**src/rtl/demux_pkg.sv**
```systemverilog
// Shared types and constants for the dual 1-of-4 addressable latch.
package demux_pkg;

    localparam int NPOS = 4;
    localparam logic [1:0] LAST_IDX = 2'(NPOS - 1);

    typedef enum logic [1:0] {
        HOLD  = 2'b00,
        WRITE = 2'b01,
        CLEAR = 2'b10,
        SEQ   = 2'b11
    } mode_t;

endpackage

```
**src/rtl/alatch4.sv**
```systemverilog
// One 4-position addressable lane: index 0 is the MSB of q. Clear wins over write.
module alatch4
    import demux_pkg::*;
(
    input  logic              clk,
    input  logic              rst,
    input  logic [1:0]        idx,
    input  logic              d,
    input  logic              we,
    input  logic              clr,
    output logic [0:NPOS-1]   q
);

    always_ff @(posedge clk or posedge rst) begin
        if (rst) begin
            q <= '0;
        end else if (clr) begin
            q <= '0;
        end else if (we) begin
            q[idx] <= d;
        end
    end

endmodule

```
**src/rtl/demux2x4_latch.sv**
```systemverilog
// Dual 1-of-4 addressable latch with sequential-load pointer and wrap pulse.
// Optional readback outputs RB0/RB1 are built when DEMUX2X4_READBACK_EN is defined.
module demux2x4_latch
    import demux_pkg::*;
(
    input  logic        CLK,
    input  logic        RESET,
    input  logic        EN,
    input  logic [0:1]  MODE,
    input  logic [0:1]  SEL,
    input  logic        START,
    input  logic        B0,
    input  logic        B1,
    output logic [0:3]  Q0,
    output logic [0:3]  Q1,
    output logic [0:1]  PTR,
    output logic        DONE
`ifdef DEMUX2X4_READBACK_EN
    ,
    output logic        RB0,
    output logic        RB1
`endif
);

    mode_t       mode;
    logic [1:0]  seq_idx;
    logic [1:0]  wr_idx;
    logic        wr_en;
    logic        clr_en;

    assign mode    = mode_t'(MODE);
    // START overrides the pointer for the write issued in the same cycle.
    assign seq_idx = START ? 2'd0 : PTR;
    assign wr_idx  = (mode == SEQ) ? seq_idx : SEL;
    assign wr_en   = EN && ((mode == WRITE) || (mode == SEQ));
    assign clr_en  = EN && (mode == CLEAR);

    alatch4 u_lane0 (
        .clk (CLK),
        .rst (RESET),
        .idx (wr_idx),
        .d   (B0),
        .we  (wr_en),
        .clr (clr_en),
        .q   (Q0)
    );

    alatch4 u_lane1 (
        .clk (CLK),
        .rst (RESET),
        .idx (wr_idx),
        .d   (B1),
        .we  (wr_en),
        .clr (clr_en),
        .q   (Q1)
    );

    always_ff @(posedge CLK or posedge RESET) begin
        if (RESET) begin
            PTR  <= 2'd0;
            DONE <= 1'b0;
        end else begin
            DONE <= 1'b0;
            if (EN) begin
                if (mode == SEQ) begin
                    PTR  <= seq_idx + 2'd1;
                    DONE <= (seq_idx == LAST_IDX);
                end else if ((mode == CLEAR) || START) begin
                    PTR <= 2'd0;
                end
            end
        end
    end

`ifdef DEMUX2X4_READBACK_EN
    // Samples pre-edge register contents, so a same-index write reads old data.
    always_ff @(posedge CLK or posedge RESET) begin
        if (RESET) begin
            RB0 <= 1'b0;
            RB1 <= 1'b0;
        end else begin
            RB0 <= Q0[SEL];
            RB1 <= Q1[SEL];
        end
    end
`endif

endmodule

```
**config.mk**
```make
export PLATFORM = sky130hd
export DESIGN_NAME = demux2x4_latch
export DESIGN_NICKNAME = d
export VERILOG_FILES = /design/src/rtl/demux_pkg.sv /design/src/rtl/alatch4.sv /design/src/rtl/demux2x4_latch.sv
export SDC_FILE = /design/constraint.sdc
export NUM_CORES = 1
export LEC_CHECK = 0
export CAP_MARGIN = 20
export CORE_MARGIN = 1
export CORE_UTILIZATION = 23
export CTS_CLUSTER_DIAMETER = 40
export DETAILED_ROUTE_END_ITERATION = 7
export PLACE_DENSITY = 0.49
export SLEW_MARGIN = 10
export SYNTH_ARGS = -nofsm -noshare
export SYNTH_HDL_FRONTEND = slang
export SYNTH_HIERARCHICAL = 1
export SYNTH_SLANG_ARGS = --single-unit
```
**constraint.sdc**
```tcl
create_clock -name CLK -period 1.8 [get_ports CLK]
set_input_delay 0.27 -clock CLK [delete_from_list [all_inputs] [get_ports CLK]]
set_output_delay 0.27 -clock CLK [all_outputs]
set_load 0.01 [all_outputs]
```
* Word level (Yosys, flattened, before mapping)
Index checks and enable logic that the tools add are counted.
** Operators by class
- Add/sub/neg operators :: 1
- Magnitude comparators :: 2
- Equal/unequal tests :: 4
- Multiplexer cells :: 14
- Bitwise gates (word level) :: 1
- Reduce and logical (&&, ||, !) cells :: 8
** Operator list (count)
- $mux W4 :: 4
- $bwmux W4 :: 2
- $mux W2 :: 4
- $eq A2 B2 Y1 const B :: 3
- $reduce_bool A2 Y1 :: 2
- $ge A3 B3 Y1 const B :: 1
- $logic_and A1 B1 Y1 :: 3
- $lt A3 B1 Y1 const B :: 1
- $mux W1 :: 3
- $not A2 Y3 :: 1
- $add A2 B1 Y2 const B :: 1
- $demux W1 S2 :: 1
- $eq A2 B1 Y1 const B :: 1
- $logic_or A1 B1 Y1 :: 2
- $reduce_and A2 Y1 :: 1
** Storage, ports and cells
- Register bits :: 11
- Bits of input ports :: 10
- Output and inout port bits :: 11
- Word-level logic and storage cells :: 34

* Logic depth before layout (Yosys ltp)
Gate-level depths: netlist of run 1.
- Word-level depth :: 10
- Mapped depth :: 4
- Depth with buffers taken out :: 4

* By module
The synthesis of run 1 kept the hierarchy.
** By module, submodules not included
- alatch4 :: times used 2, cells each 18, area each 207.7 um^2, seq. area each 100.1 um^2
- demux2x4_latch :: times used 1, cells each 20, area each 197.7 um^2, seq. area each 75.1 um^2

* Worst setup path before layout of run 1
Ideal clock, no wire load.
- Kind :: register to register
- From :: register PTR[1] (netlist name)
- To :: register u_lane0/q[0] (netlist name)
- Arrival time :: 1254 ps
- Required time :: 1721 ps
- Path slack :: 466 ps
- Cell stages (with the launch flop) :: 5
- Path buffers :: 0
- Clock period less this slack :: 1334 ps
- Cells stage by stage :: dfrtp_1 > nor2b_1 > mux2_4 > nor3b_2 > mux2i_1
** On the way
- Longest elaborated chain between the ends :: 10
** Ends and longest elaborated chain
- start, declared :: RTL line demux2x4_latch.sv:16 : output logic [0:1] PTR,
- start signal, assigned :: RTL line demux2x4_latch.sv:66 : PTR <= seq_idx + 2'd1;
- $mux W2 (*) :: RTL line demux2x4_latch.sv:33 : assign seq_idx = START ? 2'd0 : PTR;
- $mux W2 (*) :: RTL line demux2x4_latch.sv:34 : assign wr_idx = (mode == SEQ) ? seq_idx : SEL;
- named net wr_idx[0] :: RTL line demux2x4_latch.sv:27 : logic [1:0] wr_idx;
- $not A2 Y3 (implied by the code) (*) :: RTL line alatch4.sv:20 : q[idx] <= d;
- $ge A3 B3 Y1 (implied by the code) / $lt A3 B1 Y1 (equally long branches) :: RTL line alatch4.sv:20
- $logic_and A1 B1 Y1 (implied by the code) :: RTL line alatch4.sv:20
- $mux W1 (implied by the code) :: RTL line alatch4.sv:20
- $demux W1 S2 (*) :: RTL line alatch4.sv:20
- $bwmux W4 (*) :: RTL line alatch4.sv:20
- $mux W4 (*) :: RTL line alatch4.sv:19 : end else if (we) begin
- $mux W4 (*) :: RTL line alatch4.sv:17 : end else if (clr) begin
- end signal, assigned :: RTL line alatch4.sv:16 : q <= '0;
- end signal, assigned :: RTL line alatch4.sv:18 : q <= '0;
- end signal, assigned by index :: RTL line alatch4.sv:20
- end, declared :: RTL line alatch4.sv:11 : output logic [0:NPOS-1] q
Mark *: on every way through the listed nets, which the timed path passes. The rest lies on a longest branch. The select of a mux whose other input is x is not followed.
A chain may end at the register's enable or synchronous reset.

* Worst setup path in the final report of run 1
- From :: register PTR[1] (netlist name)
- To :: output port PTR[1] (netlist name)
No word-level cell between the ends.

==> metrics.md, run 1 <==
| Metric | Value |
|---|---|
| DIE AREA | 2880 um^2 |
| Final worst slack | 304 ps |
| Max Cap Viol | 0 |
| CP max stage cell | clkdlybuf4s50_1 |
| Initial DRT Pass Iterations | 4 |
| Starting Density | approximately a quarter |
| Core area | 2500 um^2 |
| RePlAce Congestion | 0.668 |
| I/O Buffers | 20 |
| Final Max Slew Viols | 0 |
| CTS resizes | 0 |
| Average size of a mapped cell | 10.9 um^2 |
| Cells along the critical path | clkdlybuf4s50_1 |
| Uppermost layer routed | met4 |
| Crit path depth | 1 |
| CP delay by family, top | buffers and inverters |
| CP peak stage delay | 560 ps |
| R2r worst-path depth | 4 |
| Metal2 WL | 587 um |
| Final ANT Viol Nets | 0 |
| Vias after detailed routing | 491 |
| Num CTS Buffers | 3 |
| WL/cell | 11.4 um |
| Met3 routed WL | 45 um |
| Synth Area in Compound Gates | 3.67% |
| LEAKAGE | 0.406 nW |
| Sequential area share after synthesis | 44.9% |
| Mapped Cells | 56 |
| Share of cells above drive strength 1 | 11.1% |
| ANT cells | 0 |
| Synthesized flop and latch total | 11 |
| Clock root cell | clkbuf_4 |
| Setup Buffers After CTS | 0 |
| Worst Path Required | 1530 ps |
| Fraction of the mapped netlist area in adder cells | 2.04% |
| Hold_buf cts | 0 |
| Status | finished, final reports clean |
| Post-Synth XOR/XNOR Area | 0% |
| First-pass GRT wire length | 1.99 mm |
| Post-route cell area | 885 um^2 |
| Vias in the first global route | 463 |
| Commonest non-fill, non-tap cell in the layout | clkdlybuf4s50_1 |
| Post-Synthesis Net Count | 67 |
| Highest-count cells in the layout ignoring fill and taps | clkdlybuf4s50_1, dfrtp_1, nand2b_1 |
| Post-Layout Cell Count | 111 |
| HPWL Detailed | 985 um |
| FMAX | 669 MHz |
| Via density per instance | ~4.4 |
| DRC viols | 0 |
| Crit Path Max Fanout | 4 |
| Inst Count DP | 107 |
| Yosys cell types | 16 |
| WP buf/inv | 1 |
| RSZ-0062 raised after global routing | no |
| CTS sink count | 11 |
| Slew HR | 84.3% |
| DR iter-0 viols | 1 |
| Yosys Warn Count | 6 |
| Num rows | 18 |
| Critical path endpoint category | output pin |
| Worst Path Class, Setup | reg -> out |
| Die W | roughly 54 um |
| Synth area leaders | dfrtp_1, mux2i_1, nand2b_1 |
| Post-synth top area share | 44.9% |
| Reg clk slew, reported paths | 70 ps |
| Clock Path Buffers | 2 |
| Maximum vdd drop | 285 uV |
| Synthesized area | 613 um^2 |
| Pwr/cell area | 704 nW/um^2 |
| Worst slew pin tran | around 240 ps |
| Largest family of logic cells by synthesized area | simple AND/OR/NAND/NOR gates |
| Dpl ws | 19.6 ps |
| Largest net degree at the start of global routing | 11 |
| Final WL | 1.27 mm |
| Mux cell area share after synthesis | 19.6% |
| Metal-1 WL | 617 um |
| Crit share post-route | 83.1% |
| Die Span Y | about 54 um |
| Period minus WS final | 1500 ps |
| Clk_skew | 3.38 ps |
| Syn-to-layout area delta | 44.3% |
| Dpl cell area | 858 um^2 |
| Yosys top cell by area | dfrtp_1 |
| Hold Crit Class | in -> async |
| Final setup violation count | 0 |
| CTS tree | built |
| Initial antenna violation count | 0 |
| Worst-Skew Late Latency | between 200 and 300 ps |
| Layout Nets | 93 |
| Startpoint Class | flop |
| GR Util All Layers | 10.2% |
| Worst EP arrival | 1230 ps |
| Simple-Gate Fraction of Synth Area | 28.0% |
| IO Count | 21 |
| H-tree Lvls | 1 |
| Hold Vio Cnt, Final | 0 |
| Grt ovf | 0 |
| Setup TNS | 0 ps |
state kept, by name, indices dropped and copies added (netlist names):
register   cells
DONE           1
u_lane0/q      4
PTR            2
u_lane1/q      4
synthesized netlist by cell type:
master and number:
and2_1 1, dfrtp_1 11, ha_1 1, inv_1 3
mux2_4 2, mux2i_1 9, nand2_1 3, nand2_2 1
nand2b_1 10, nand3_1 2, nand3b_1 4, nor2_1 2
nor2b_1 2, nor3b_2 2, o21ai_1 1, o2bb2ai_1 2
cell families after synthesis:
logic type,after synthesis
compound gates,3
buf+inv,3
flops,11
mux,11
simple gates,27
fa+ha+maj,1
through the flow:
stage,total power [mW],hold slack [ps],utilization (%)
after CTS,0.637,220,35.4
after floorplan,0.372,23.6,-
after global routing,0.667,248,35.4
after global placement,0.464,510,34.3
after detailed placement,0.464,511,34.3
final,0.622,228,35.4
path summary, 6_finish.rpt:
path	startpoint	to	slack, ps
setup / recovery	PTR[1]$_DFFE_PP0P_	PTR[1]	300
hold / removal	RESET	DONE$_DFF_PP0_	230
setup reg to reg	PTR[1]$_DFFE_PP0P_	u_lane1/q[0]$_DFFE_PP0P_	400
hold reg to reg	PTR[0]$_DFFE_PP0P_	PTR[0]$_DFFE_PP0P_	530
max in group asynchronous	RESET	u_lane1/q[1]$_DFFE_PP0P_	1370
min in group CLK	PTR[0]$_DFFE_PP0P_	PTR[0]$_DFFE_PP0P_	530
metal layers:
metal / vias up / track usage [%]
met5: - / 0
met4: 0 / 6.58
met3: 2 / 3.39
met2: 12 / 14.8
met1: 235 / 12.7
li1: 242 / -
power by group:
group,leakage (nW),internal [mW],switching [mW]
clock network,0.0150,0.0856,0.0793
registers,0.147,0.273,0.0166
logic,0.244,0.0986,0.0693
total,0.406,0.457,0.165
cell type report:
cell class,instances,area [um^2]
timing repair buffer,21,208
tap,30,37.5
clock buffer,4,26.3
multi-input combinational,42,327
sequential,11,275
fill,271,1620
inverter,3,11.3
(Power assumes the default switching activity.)
==> inputs of run 2 (changes only) <==
==> constraint.sdc (replaced) <==
create_clock -name CLK -period 1.4 [get_ports CLK]
set_input_delay 0.21 -clock CLK [delete_from_list [all_inputs] [get_ports CLK]]
set_output_delay 0.21 -clock CLK [all_outputs]
set_load 0.01 [all_outputs]
==> metrics.md, run 2 (synthesis gave the netlist of run 1 again) <==
| Metric | Value |
|---|---|
| Status | finished, final reports clean |
| First-pass GRT wire length | 2.15 mm (+7.9%) |
| RSZ-0062 raised after global routing | no |
| H-tree Lvls | 1 (unchanged) |
| Num rows | 18 (unchanged) |
| IO Count | 21 (unchanged) |
| Worst-Skew Late Latency | 270 ps (about the same) |
| Final Power | 817 uW (+31%) |
| Clk_skew | 1.51 ps (-1.87 ps) |
| FMAX | 735 MHz |
| Critical path endpoint category | output pin |
| GR Util All Layers | 11.0% (+0.79 points) |
| Final worst slack | 38.7 ps (-266 ps) |
| Worst slew pin tran | 250 ps (+13.9 ps) |
| CTS tree | built |
| Initial antenna violation count | 0 (unchanged) |
| Pwr/cell area | 855 nW/um^2 (+22%) |
| Vias after detailed routing | 524 (+6.7%) |
| Initial DRT Pass Iterations | 2 (-2) |
| WP buf/inv | 1 (unchanged) |
| Via density per instance | 4.44 (+0.39%) |
| Cells along the critical path | clkdlybuf4s50_1 |
| Biggest regs | u_lane0/q x4, u_lane1/q x4, PTR x2 |
| Worst Path Required | 1190 ps (-340 ps) |
| Worst EP arrival | 1150 ps (-80 ps) |
| Highest-count cells in the layout ignoring fill and taps | dfrtp_1, clkdlybuf4s50_1, nand2b_1 |
| Syn-to-layout area delta | 55.7% |
| Post-route cell area | 955 um^2 (+7.9%) |
| RePlAce Congestion | 0.677 (+1.3%) |
| Maximum vdd drop | 508 uV (+78%) |
| Largest net degree at the start of global routing | 11 (unchanged) |
| Post-Layout Cell Count | 118 (+6.3%) |
| Die Span Y | 53.6 um (unchanged) |
| DIE AREA | 2880 um^2 (unchanged) |
| Final Max Slew Viols | 0 (unchanged) |
| CTS sink count | 11 (unchanged) |
| Final setup violation count | 0 (unchanged) |
| Hold Vio Cnt, Final | 0 (unchanged) |
| Grt ovf | 0 (unchanged) |
| Slew HR | 83.4% (-0.93 points) |
| Die W | 53.6 um (unchanged) |
| Inst Count DP | 113 (+5.6%) |
| Setup TNS | 0 ps (unchanged) |
| Dpl cell area | 903 um^2 (+5.2%) |
| Layout Nets | 100 (+7.5%) |
| LEAKAGE | 0.562 nW (+38%) |
| Worst reg-to-reg setup slack | 60 ps (-340 ps) |
| I/O Buffers | 20 (unchanged) |
| DRC viols | 0 (unchanged) |
| WL/cell | 11.6 um (+1.7%) |
| Crit share post-route | 97.2% |
| Hold Crit Class | in -> async |
| CP max stage cell | clkdlybuf4s50_1 |
| Clock Path Buffers | 2 (unchanged) |
| Commonest non-fill, non-tap cell in the layout | dfrtp_1 |
| Final ANT Viol Nets | 0 (unchanged) |
| Final WL | 1.37 mm (+8.1%) |
| Worst Path Class, Setup | reg -> out |
| R2r worst-path depth | 4 (unchanged) |
| Crit path depth | 1 (unchanged) |
| Vias in the first global route | 500 (+8.0%) |
| Max Cap Viol | 0 (unchanged) |
| Core area | 2500 um^2 (unchanged) |
| Period minus WS final | 1360 ps |
| Share of cells above drive strength 1 | 18.2% (+7.1 points) |
| Startpoint Class | flop |
| CP delay by family, top | buffers and inverters |
| ANT cells | 0 (unchanged) |
| Dpl ws | -262 ps (-281 ps) |
| Crit Path Max Fanout | 2 (-2) |
| Num CTS Buffers | 3 (unchanged) |
| HPWL Detailed | 1.06 mm (+7.7%) |
| Clock root cell | clkbuf_4 |
| CP peak stage delay | 540 ps (-20 ps) |
| Starting Density | 24.5% (unchanged) |
| DR iter-0 viols | 8 (+7) |
| Reg clk slew, reported paths | 70 ps (about the same) |
-- run 2: changes by cell type in the layout (fill, tap and decap cells not counted) --
cell and delta:
buf_4 +7, dlymetal6s2s_1 +8, dlygate4sd2_1 +2, clkdlybuf4s50_1 -10
-- run 2: worst paths after layout --
| check | startpoint | end |
|---|---|---|
| min in group CLK | MODE[0] | DONE$_DFF_PP0_ |
| hold reg to reg | u_lane1/q[2]$_DFFE_PP0P_ | u_lane1/q[2]$_DFFE_PP0P_ |
| setup reg to reg | PTR[0]$_DFFE_PP0P_ | u_lane1/q[0]$_DFFE_PP0P_ |
| setup / recovery | u_lane0/q[3]$_DFFE_PP0P_ | Q0[3] |
| hold / removal | RESET | DONE$_DFF_PP0_ |
| max in group asynchronous | RESET | u_lane1/q[1]$_DFFE_PP0P_ |
-- run 2: power breakdown --
part / switching (mW) / total, mW / leakage, nW / internal (mW)
clock network: 0.112 / 0.222 / 0.0150 / 0.110
logic: 0.0961 / 0.227 / 0.399 / 0.131
registers: 0.0161 / 0.367 / 0.147 / 0.351
-- run 2: area by class of cell --
cell class              instances  area (um^2)
well taps                      30         37.5
flip-flops and latches         11          275
inverters                       3         11.3
clock buffers                   4         26.3
repair buffers                 28          278
multi-input cells              42          327
fillers                       258         1550
-- run 2: what timing repair did --
item	4_1_cts	5_1_grt
hold buffers	0	0
endpoints found under the setup margin	2	8
gates cloned	0	0
setup buffers	0	1
pin swaps	0	2
resized for setup	2	8
-- run 2: stage by stage --
step	utilization, %	hold WS (ps)
final	38.2	165
after global routing	38.2	171
after CTS	37.1	173
after detailed placement	36.1	469
after global placement	36.1	462
after floorplan	-	-36.4
-- run 2: layer usage --
| layer | GRT usage (%) | share of wire [%] |
|---|---|---|
| met5 | 0 | 0 |
| met4 | 3.95 | 1.4 |
| met3 | 5.08 | 5.4 |
| met2 | 17.9 | 47 |
| met1 | 12.4 | 47 |
==> inputs of run 3 (changes only) <==
--- a/config.mk
+++ b/config.mk
@@ -7,10 +7,11 @@
 export LEC_CHECK = 0
 export CAP_MARGIN = 20
 export CORE_MARGIN = 1
-export CORE_UTILIZATION = 23
+export CORE_UTILIZATION = 43
 export CTS_CLUSTER_DIAMETER = 40
 export DETAILED_ROUTE_END_ITERATION = 7
-export PLACE_DENSITY = 0.49
+export PLACE_DENSITY = 0.79
+export REMOVE_ABC_BUFFERS = 1
 export SLEW_MARGIN = 10
 export SYNTH_ARGS = -nofsm -noshare
 export SYNTH_HDL_FRONTEND = slang
==> metrics.md, run 3 (synthesis gave the netlist of run 1 again) <==
| Metric | Value |
|---|---|
| Post-Layout Cell Count | 103 (-13%) |
| Biggest regs | u_lane0/q x4, u_lane1/q x4, PTR x2 |
| Final Max Slew Viols | 0 (unchanged) |
| Worst EP arrival | 1140 ps (about the same) |
| Worst-Skew Late Latency | 260 ps (about the same) |
| Switch Pwr | 216 uW (-3.6%) |
| Post-layout util | 70.6% (+32 points) |
| Hold Vio Cnt, Final | 0 (unchanged) |
| Crit Path Max Fanout | 2 (unchanged) |
| Max Cap Viol | 0 (unchanged) |
| First-pass GRT wire length | 2.10 mm (-2.2%) |
| Initial antenna violation count | 0 (unchanged) |
| Setup TNS | 0 ps (unchanged) |
| HPWL Detailed | 1.02 mm (-3.9%) |
| Hold Crit Class | in -> async |
| Vias in the first global route | 501 (+0.20%) |
| RePlAce Congestion | 0.732 (+8.1%) |
| Dpl ws | -297 ps (-35.3 ps) |
| Switching share of power | 26.7% (-0.75 points) |
| Largest net degree at the start of global routing | 11 (unchanged) |
| Startpoint Class | flop |
| Status | finished, final reports clean |
| CP peak stage delay | 530 ps (about the same) |
| RSZ-0062 raised after global routing | yes |
| Highest-count cells in the layout ignoring fill and taps | dfrtp_1, clkdlybuf4s50_1, nand2b_1 |
| Fill cell count | 106 (-59%) |
| LEAKAGE | 0.532 nW (-5.3%) |
| Period minus WS final | 1350 ps (-9.38 ps) |
| Syn-to-layout area delta | 51.6% |
| Vias after detailed routing | 510 (-2.7%) |
| CTS tree | built |
| H-tree Lvls | 1 (unchanged) |
| Pwr/cell area | 871 nW/um^2 (+1.8%) |
| Final WL | 1.33 mm (-3.1%) |
| Clock root cell | clkbuf_4 |
| Worst Path Required | 1190 ps (about the same) |
| Final worst slack | 48.1 ps (+9.38 ps) |
| Int Power | 594 uW (+0.17%) |
| IO Count | 21 (unchanged) |
| Worst Path Class, Setup | reg -> out |
| Num rows | 13 (-5) |
| Clock Path Buffers | 2 (unchanged) |
| Hold_buf cts | 0 (unchanged) |
| DR iter-0 viols | 3 (-5) |
| Layout Nets | 100 (unchanged) |
| Critical path endpoint category | output pin |
| WL/cell | 12.9 um (+11%) |
| FMAX | 740 MHz (+0.69%) |
| Final setup violation count | 0 (unchanged) |
| Worst slew pin tran | 227 ps (-22.5 ps) |
| Core area | 1320 um^2 (-47%) |
| ANT cells | 0 (unchanged) |
| CTS sink count | 11 (unchanged) |
| Slew HR | 84.9% (+1.5 points) |
| Clk_skew | 5.82 ps (+4.31 ps) |
| Share of cells above drive strength 1 | 18.2% (unchanged) |
| Starting Density | 46.5% (+22 points) |
| CP max stage cell | clkdlybuf4s50_1 |
| DIE AREA | 1580 um^2 (-45%) |
| GR Util All Layers | 20.9% (+9.9 points) |
| Sequential power share | 45.4% (+0.4 points) |
| Reg clk slew, reported paths | 70 ps (about the same) |
| Gate power share | 28.4% (+0.5 points) |
| CP delay by family, top | buffers and inverters |
| Num CTS Buffers | 3 (unchanged) |
| Via density per instance | 4.95 (+12%) |
| Initial DRT Pass Iterations | 2 (unchanged) |
| WP buf/inv | 1 (unchanged) |
| I/O Buffers | 20 (unchanged) |
| Final Power | 809 uW (-0.86%) |
| Clk pwr share | 26.3% (-0.9 points) |
| Crit share post-route | 96.6% (-0.67 points) |
| Maximum vdd drop | 555 uV (+9.2%) |
| Die W | 39.8 um (-26%) |
| Die Span Y | 39.8 um (-26%) |
| Grt ovf | 0 (unchanged) |
| Worst reg-to-reg setup slack | 50 ps (about the same) |
| Final ANT Viol Nets | 0 (unchanged) |
| Cells along the critical path | clkdlybuf4s50_1 |
| Inst Count DP | 98 (-13%) |
| DRC viols | 0 (unchanged) |
## run 3: what timing repair did
action,in CTS,in global routing
cloned,0,0
pin swaps,2,2
gates resized for setup,3,6
buffers inserted,1,0
endpoints found under the setup margin,4,6
## run 3: area by class of cell
| type | count | area (um^2) | share of cell area, % |
|---|---|---|---|
| multi-input combinational | 42 | 327 | 35.1 |
| sequential | 11 | 275 | 29.6 |
| timing repair buffer | 28 | 272 | 29.2 |
| clock buffer | 4 | 26.3 | 2.83 |
| tap | 15 | 18.8 | 2.02 |
| inverter | 3 | 11.3 | 1.21 |
## run 3: final timing paths
path | start | end | depth (start not counted)
max reg2reg | PTR[0]$_DFFE_PP0P_ | u_lane1/q[0]$_DFFE_PP0P_ | 4
max | u_lane0/q[0]$_DFFE_PP0P_ | Q0[0] | 1
min in group CLK | START | PTR[1]$_DFFE_PP0P_ | 3
max in group asynchronous | RESET | u_lane0/q[3]$_DFFE_PP0P_ | 2
min reg2reg | u_lane1/q[3]$_DFFE_PP0P_ | u_lane1/q[3]$_DFFE_PP0P_ | 2
min | RESET | PTR[0]$_DFFE_PP0P_ | 2
## run 3: power by group through the flow
stage          logic, mW  registers (mW)  clock network, mW
2_1_floorplan     0.0853           0.393                  0
3_3_place_gp       0.232           0.373                  0
3_5_place_dp       0.237           0.374                  0
4_1_cts            0.235           0.368              0.218
6_report           0.230           0.367              0.213
5_1_grt            0.252           0.373              0.237
## run 3: stage by stage
stage	cell area, um^2	hold slack [ps]
floorplan	613	-36.4
global placement	885	495
detailed placement	885	501
CTS	915	222
global route	930	228
finish	930	217
## run 3: per-layer routing
layer / vias up / global-route usage (%) / share of wire [%]
met2: 14 / 35.2 / 51
met1: 238 / 25.0 / 44
met4: 0 / 7.76 / 0.45
met5: - / 0 / 0
met3: 2 / 5.11 / 3.8
li1: 256 / - / -
